File: src/rtl/ifetch_responder.sv
// Instruction-fetch responder: issues BRAM reads for PC-stage requests and queues the
// returned words with their PCs for decode, with conservative stall and jump flush.
module ifetch_responder #(
  parameter int ADDR_W = 13,
  parameter int DEPTH  = 2
) (
  input  logic              clk,
  input  logic              reset,
  input  logic              req_en,
  input  logic [31:0]       req_pc,
  input  logic [ADDR_W-1:0] req_addr,
  input  logic              flush,
  input  logic [31:0]       mem_rdata,
  input  logic              dec_ready,
  output logic              mem_en,
  output logic [ADDR_W-1:0] mem_addr,
  output logic              stall,
  output logic              instr_valid,
  output logic [31:0]       instr,
  output logic [31:0]       instr_pc
);

  localparam int PTR_W = $clog2(DEPTH);
  localparam int CNT_W = PTR_W + 1;
  localparam logic [CNT_W:0] DEPTH_C = (CNT_W + 1)'(DEPTH);

  logic [CNT_W-1:0] count_r;
  logic [PTR_W-1:0] wr_ptr_r;
  logic [PTR_W-1:0] rd_ptr_r;
  logic             infl_v_r;
  logic [31:0]      infl_pc_r;
  logic [31:0]      data_r [DEPTH];
  logic [31:0]      pc_r   [DEPTH];

  logic             issue_s;
  logic             push_s;
  logic             pop_s;
  logic             stall_s;
  logic             valid_s;
  logic [CNT_W:0]   occ_s;

  // Stall counts the in-flight read as occupied, so a return always has a free slot.
  always_comb begin
    occ_s   = {1'b0, count_r} + {{CNT_W{1'b0}}, infl_v_r};
    stall_s = (occ_s >= DEPTH_C);
    valid_s = (count_r != {CNT_W{1'b0}});
    issue_s = req_en & ~stall_s & ~flush & reset;
    push_s  = infl_v_r & ~flush;
    pop_s   = valid_s & dec_ready & ~flush;
  end

  assign mem_en      = issue_s;
  assign mem_addr    = req_addr;
  assign stall       = stall_s;
  assign instr_valid = valid_s;
  assign instr       = data_r[rd_ptr_r];
  assign instr_pc    = pc_r[rd_ptr_r];

  // Tracks the single outstanding BRAM read and the PC it belongs to.
  always_ff @(posedge clk or negedge reset) begin
    if (!reset) begin
      infl_v_r  <= 1'b0;
      infl_pc_r <= 32'h0000_0000;
    end else begin
      infl_v_r  <= issue_s;
      infl_pc_r <= req_pc;
    end
  end

  // FIFO occupancy and pointers; a flush empties the queue and overrides any pop.
  always_ff @(posedge clk or negedge reset) begin
    if (!reset) begin
      count_r  <= {CNT_W{1'b0}};
      wr_ptr_r <= {PTR_W{1'b0}};
      rd_ptr_r <= {PTR_W{1'b0}};
    end else if (flush) begin
      count_r  <= {CNT_W{1'b0}};
      wr_ptr_r <= {PTR_W{1'b0}};
      rd_ptr_r <= {PTR_W{1'b0}};
    end else begin
      if (push_s) begin
        wr_ptr_r <= wr_ptr_r + PTR_W'(1'b1);
      end
      if (pop_s) begin
        rd_ptr_r <= rd_ptr_r + PTR_W'(1'b1);
      end
      case ({push_s, pop_s})
        2'b10:   count_r <= count_r + CNT_W'(1'b1);
        2'b01:   count_r <= count_r - CNT_W'(1'b1);
        default: count_r <= count_r;
      endcase
    end
  end

  // Entry storage: returned word paired with the PC captured at issue.
  always_ff @(posedge clk or negedge reset) begin
    if (!reset) begin
      for (int i = 0; i < DEPTH; i++) begin
        data_r[i] <= 32'h0000_0000;
        pc_r[i]   <= 32'h0000_0000;
      end
    end else if (push_s) begin
      data_r[wr_ptr_r] <= mem_rdata;
      pc_r[wr_ptr_r]   <= infl_pc_r;
    end
  end

endmodule

File: config.mk
export PLATFORM = sky130hd
export DESIGN_NAME = ifetch_responder
export DESIGN_NICKNAME = d
export VERILOG_FILES = /design/src/rtl/ifetch_responder.sv
export SDC_FILE = /design/constraint.sdc
export NUM_CORES = 1
export LEC_CHECK = 0
export CAP_MARGIN = 20
export CORE_ASPECT_RATIO = 1.1
export CORE_UTILIZATION = 40
export DETAILED_ROUTE_END_ITERATION = 6
export PLACE_DENSITY = 0.74
export SYNTH_ARGS = -nofsm -noshare
export SYNTH_HDL_FRONTEND = slang
export SYNTH_SLANG_ARGS = --single-unit
export TNS_END_PERCENT = 10
File: constraint.sdc
create_clock -name clk -period 4.3 [get_ports clk]
set_input_delay 0.43 -clock clk [delete_from_list [all_inputs] [get_ports clk]]
set_output_delay 0.43 -clock clk [all_outputs]
set_load 0.05 [all_outputs]
=== After elaboration in Yosys (flattened, before gate mapping) ===
Cells that the tools add are included.

* Magnitude comparators: 4
* Equal/unequal tests: 2
* Reduce and logical (&&, ||, !) cells: 5
* Multipliers: 0
* Bitwise operators: 10
* Mux-type cells: 16
* Shift-type cells: 0
* Div/mod/pow operators: 0
* $add $sub $neg: 5

{| class="wikitable"
|+ Operators by type and width
! cell !! count
|-
| 32-bit two-way mux || 7
|-
| 64-bit bitwise mux || 2
|-
| 32-bit demux with 1-bit select || 1
|-
| 1-bit bitwise AND || 6
|-
| 2-bit nonzero test || 3
|-
| 2-bit greater-or-equal comparator, second input constant || 2
|-
| 1-bit two-way mux || 4
|-
| 1-bit inverter with 2-bit output || 2
|-
| 2-bit case mux with 2 select lines || 1
|-
| 2-bit by 1-bit adder with 3-bit output || 1
|-
| 3-bit by 2-bit greater-or-equal comparator with 1-bit output, second input constant || 1
|-
| 3-bit nonzero test || 1
|-
| 1-bit adder, second input constant || 2
|-
| 2-bit by 1-bit adder with 2-bit output, second input constant || 1
|-
| 2-bit by 1-bit == test with 1-bit output, second input constant || 1
|-
| 2-bit == test, second input constant || 1
|-
| 2-bit by 1-bit less-than comparator with 1-bit output, second input constant || 1
|-
| 2-bit two-way mux || 1
|-
| 1-bit inverter || 2
|-
| 2-bit by 1-bit subtractor with 2-bit output, second input constant || 1
|-
| 1-bit logical AND || 1
|}

* Memories: 0
* Flip-flop bits (word level): 165
* Bits in read-only memories: 0
* Memory bits (writable): 0
* Bits in latches: 0
* Word-level logic and storage cells: 51
* Output and inout bits: 80

=== Longest topological paths before layout ===
* Depth after elaboration: 6
* Gate-level depth with buffers: 5

=== Worst setup path before layout ===
No wires, ideal clock.

* Kind: flip-flop to output port
* Start point: reg infl_v_r
* End point: out mem_en
* Data required time: 3.870 ns
* Cell stages (with the launch flop): 4
* Arrival: 2.037 ns
* Setup slack: 1.833 ns
* Cells stage by stage: dfrtp_1 > buf_2 > a21o_1 > nor3_1

* Cells in the longest elaborated chain, start to end: 6

{| class="wikitable"
|+ RTL lines
! element !! RTL line !! RTL
|-
| start: declaration || 30 || <nowiki>logic infl_v_r;</nowiki>
|-
| start signal: assignment || 65 || <nowiki>infl_v_r <= issue_s;</nowiki>
|-
| 2-bit by 1-bit adder with 3-bit output || 44 || <nowiki>occ_s = {1'b0, count_r} + {{CNT_W{1'b0}}, infl_v_r};</nowiki>
|-
| 3-bit by 2-bit greater-or-equal comparator with 1-bit output || 45 || <nowiki>stall_s = (occ_s >= DEPTH_C);</nowiki>
|-
| named net stall || 17 || <nowiki>output logic stall,</nowiki>
|-
| 1-bit inverter || 47 || <nowiki>issue_s = req_en & ~stall_s & ~flush & reset;</nowiki>
|-
| 1-bit bitwise AND (3 in series) || 47 ||
|-
| end: declaration || 15 || <nowiki>output logic mem_en,</nowiki>
|}

The timed path passes the listed nets, and every way through them passes these cells.

=== Worst setup path in the final report ===
* Start point: reg rd_ptr_r
* End point: out instr_pc[4]

* Cells in the longest elaborated chain, start to end: 4

{| class="wikitable"
|+ RTL lines
! element !! RTL line !! RTL
|-
| start: declaration || 29 || <nowiki>logic [PTR_W-1:0] rd_ptr_r;</nowiki>
|-
| start signal: assignment || 75 || <nowiki>rd_ptr_r <= {PTR_W{1'b0}};</nowiki>
|-
| start signal: assignment || 79 || <nowiki>rd_ptr_r <= {PTR_W{1'b0}};</nowiki>
|-
| start signal: assignment || 85 || <nowiki>rd_ptr_r <= rd_ptr_r + PTR_W'(1'b1);</nowiki>
|-
| 1-bit inverter with 2-bit output (not written as such) || 57 || <nowiki>assign instr_pc = pc_r[rd_ptr_r];</nowiki>
|-
| 32-bit two-way mux (not written as such) (3 in series) || 57 ||
|-
| end: declaration || 20 || <nowiki>output logic [31:0] instr_pc</nowiki>
|}

No other way between the ends. The select of a mux whose other input is x is not followed.

==> impl_metrics.tcl <==
set metrics [dict create \
    swShare 0.3120 \
    grt_max_degree 69 \
    syn-num-nets 495 \
    ys_seq_elements 165 \
    fin_crit_sh 0.7352 \
    yosysSeqAreaShare 0.5894 \
    grt_pass1_vias 4255 \
    regArea_mm2 0.004130 \
    crit_start "rd_ptr_r$_DFFE_PN0P_" \
    cts-root-buf "clkbuf_16" \
    synth_cells 413 \
    place_congestion 0.6978 \
    cp-start-kind "register" \
    finalSetupViolations 0 \
    boundaryPins 162 \
    p_seq_frac 0.398 \
    drv_slew 0 \
    reg2reg_from "infl_v_r$_DFF_PN0_" \
    finalCriticalPeriod_ns 3.161 \
    vias 3762 \
    rsz0062_at_grt "false" \
    cts_tree "built" \
    core_area_mm2 0.01708 \
    yosysUniqueCellTypes 23 \
    dieArea_mm2 0.01805 \
    ctsResizeCount 0 \
    hold_path_class "primary input to register" \
    min_from "req_pc[0]" \
    finClkSkew_ns 0.006701 \
    clock_power_share 0.303 \
    drc 0 \
    clock_sinks 165 \
    final_nets 622 \
    dp_hpwl_um 8593 \
    tightest_slew_ns 0.8305 \
    required_ns 3.87 \
    postSynth.asyncResetShare 1.000 \
    grtUsageTotal 0.1606 \
    leakagePower_nw 4.055 \
    max_cap_viol_count 0 \
    pwr_density_cell_mw_per_mm2 546.6 \
    slew_headroom 0.4463 \
    endpoint_kind "output pin" \
    wire_per_inst_um 16.98 \
    utilization 0.5256 \
    cts_buffers 17 \
    p_int_mw 3.375 \
    synthFlopType "dfrtp_1" \
    cts.htree.levels 4 \
    synth-edff-count 0 \
    ys_warn_count 0 \
    port_buffers 135 \
    antenna_found_initial 1 \
    detail-route-antenna-nets 0 \
    tns_ns 0 \
    fmax_mhz 316.3 \
    worstSetupPathType "register to output pin" \
    multi_input_area_mm2 0.002532 \
    reg2reg_depth 4 \
    combPwrFrac 0.299 \
    grt_pass1_wl_um 22290 \
    finalHoldViolCount 0 \
    overflow 0 \
    num-fill-cells 1408 \
    clk_latency_ns 0.41 \
    synth_area_mm2 0.007005 \
    crit_arrival_ns 2.73 \
    wirelength_um 13370 \
    drive_above_1_share 0.4185 \
    power_switching_mw 1.531 \
    ir_worst_vdd_v 0.0002865 \
    initial_core_util 0.4102 \
    avgSynthCellArea_um2 16.96 \
    viasPerCell 4.780 \
    worstHoldPathCells 1 \
    syn2layout_area_growth_pct 28.13 \
    dr.pass1.iters 4 \
    clk_pin_slew_ns 0.06 \
    row_count 50 \
    drt_iter0_markers 132 \
    clk_path_buf_depth 2 \
    path_max_fanout 33 \
    status "complete, no violations" \
    die_h_um 140.8 \
    die_x_um 128.2 \
]
power groups by stage:
stage               logic (mW)  clock network, mW  registers, mW
finish                    1.47               1.49           1.95
global route              1.54               1.60           1.99
CTS                       1.49               1.54           1.95
detailed placement        1.48                  0           1.98
global placement          1.46                  0           1.95
floorplan                 1.07                  0           1.92
timing repair:
action | CTS | global route
hold buffers | 1 | 0
endpoints found under the setup margin | 0 | 0
setup buffers | 0 | 0
hold endpoints to repair | 38 | 0
sequential cells by signal (all words and copies together) (netlist names):
name,flops
count_r,2
data_r,64
infl_pc_r,32
infl_v_r,1
pc_r,64
rd_ptr_r,1
wr_ptr_r,1
layer usage:
| layer | track usage | routed length [um] | up-vias |
|---|---|---|---|
| li1 | - | - | 1698 |
| met2 | 0.2680 | 6870 | 96 |
| met1 | 0.1944 | 5595 | 1952 |
| met5 | 0 | 0 | - |
| met3 | 0.04592 | 697 | 16 |
| met4 | 0.06502 | 201 | 0 |
area by class of cell:
type	count	share of cell area
inverter	2	0.0008364
antenna	1	0.0002788
clock buffer	24	0.05367
tap	234	0.03262
multi-input combinational	212	0.2821
timing repair buffer	142	0.1596
clock inverter	7	0.01073
sequential	165	0.4601
Yosys cell counts (2+ instances only):
cell	number	area, um^2
mux2_2	132	1486
o21ai_0	3	15.01
buf_2	8	40.04
nor2_1	2	7.510
dfrtp_1	165	4129
inv_1	2	7.510
mux2_4	60	900.9
nand3b_1	2	15.01
or2_2	2	12.51
buf_12	6	120.1
buf_6	7	78.83
buf_4	13	97.59
layout by cell type, fill, tap and decap left out, drive strengths merged, types with 2 or more instances in the layout:
cell type,netlist,routed
clkinvlp,0,3
dfrtp,165,165
clkbuf,0,24
clkdlybuf4s50,0,134
nand3b,2,2
o21ai,3,3
bufinv,0,2
buf,34,7
mux2,192,192
inv,2,3
or2,2,2
nor2,3,3
metrics by stage:
stage	instance area (um^2)	instances	setup WS (ns)	hold WS, ns	power, mW
after floorplan	7005	413	1.833	0.1344	2.995
after detailed placement	8386	754	1.516	0.3612	3.453
final	8976	787	1.139	0.4537	4.906
after global placement	8366	753	1.504	0.3536	3.411
after CTS	8974	786	1.053	0.4281	4.975
after global routing	8974	786	0.9927	0.4300	5.127
worst max-delay path: stages, from the launching register on:
cell and delay (ns):
dfrtp_2 0.89, buf_12 0.32, mux2_2 0.37, clkdlybuf4s50_1 0.72
worst paths after layout:
kind	slack [ns]	end
worst max-delay path	1.14	instr_pc[4]
worst min-delay path	0.45	infl_pc_r[0]$_DFF_PN0_
worst max register to register	2.38	pc_r[58]$_DFFE_PN0P_
worst min register to register	0.50	pc_r[36]$_DFFE_PN0P_
max in group asynchronous	2.65	pc_r[35]$_DFFE_PN0P_
min in group asynchronous	0.48	infl_pc_r[27]$_DFF_PN0_
cell families after synthesis:
family	count (synthesis)	share of synthesized area
compound gates	7	0.006429
xor+xnor	2	0.002501
buf+inv	36	0.04912
flops	165	0.5894
mux	193	0.3422
simple gates	10	0.01036
Note: power is estimated with default switching activity, not from simulation.
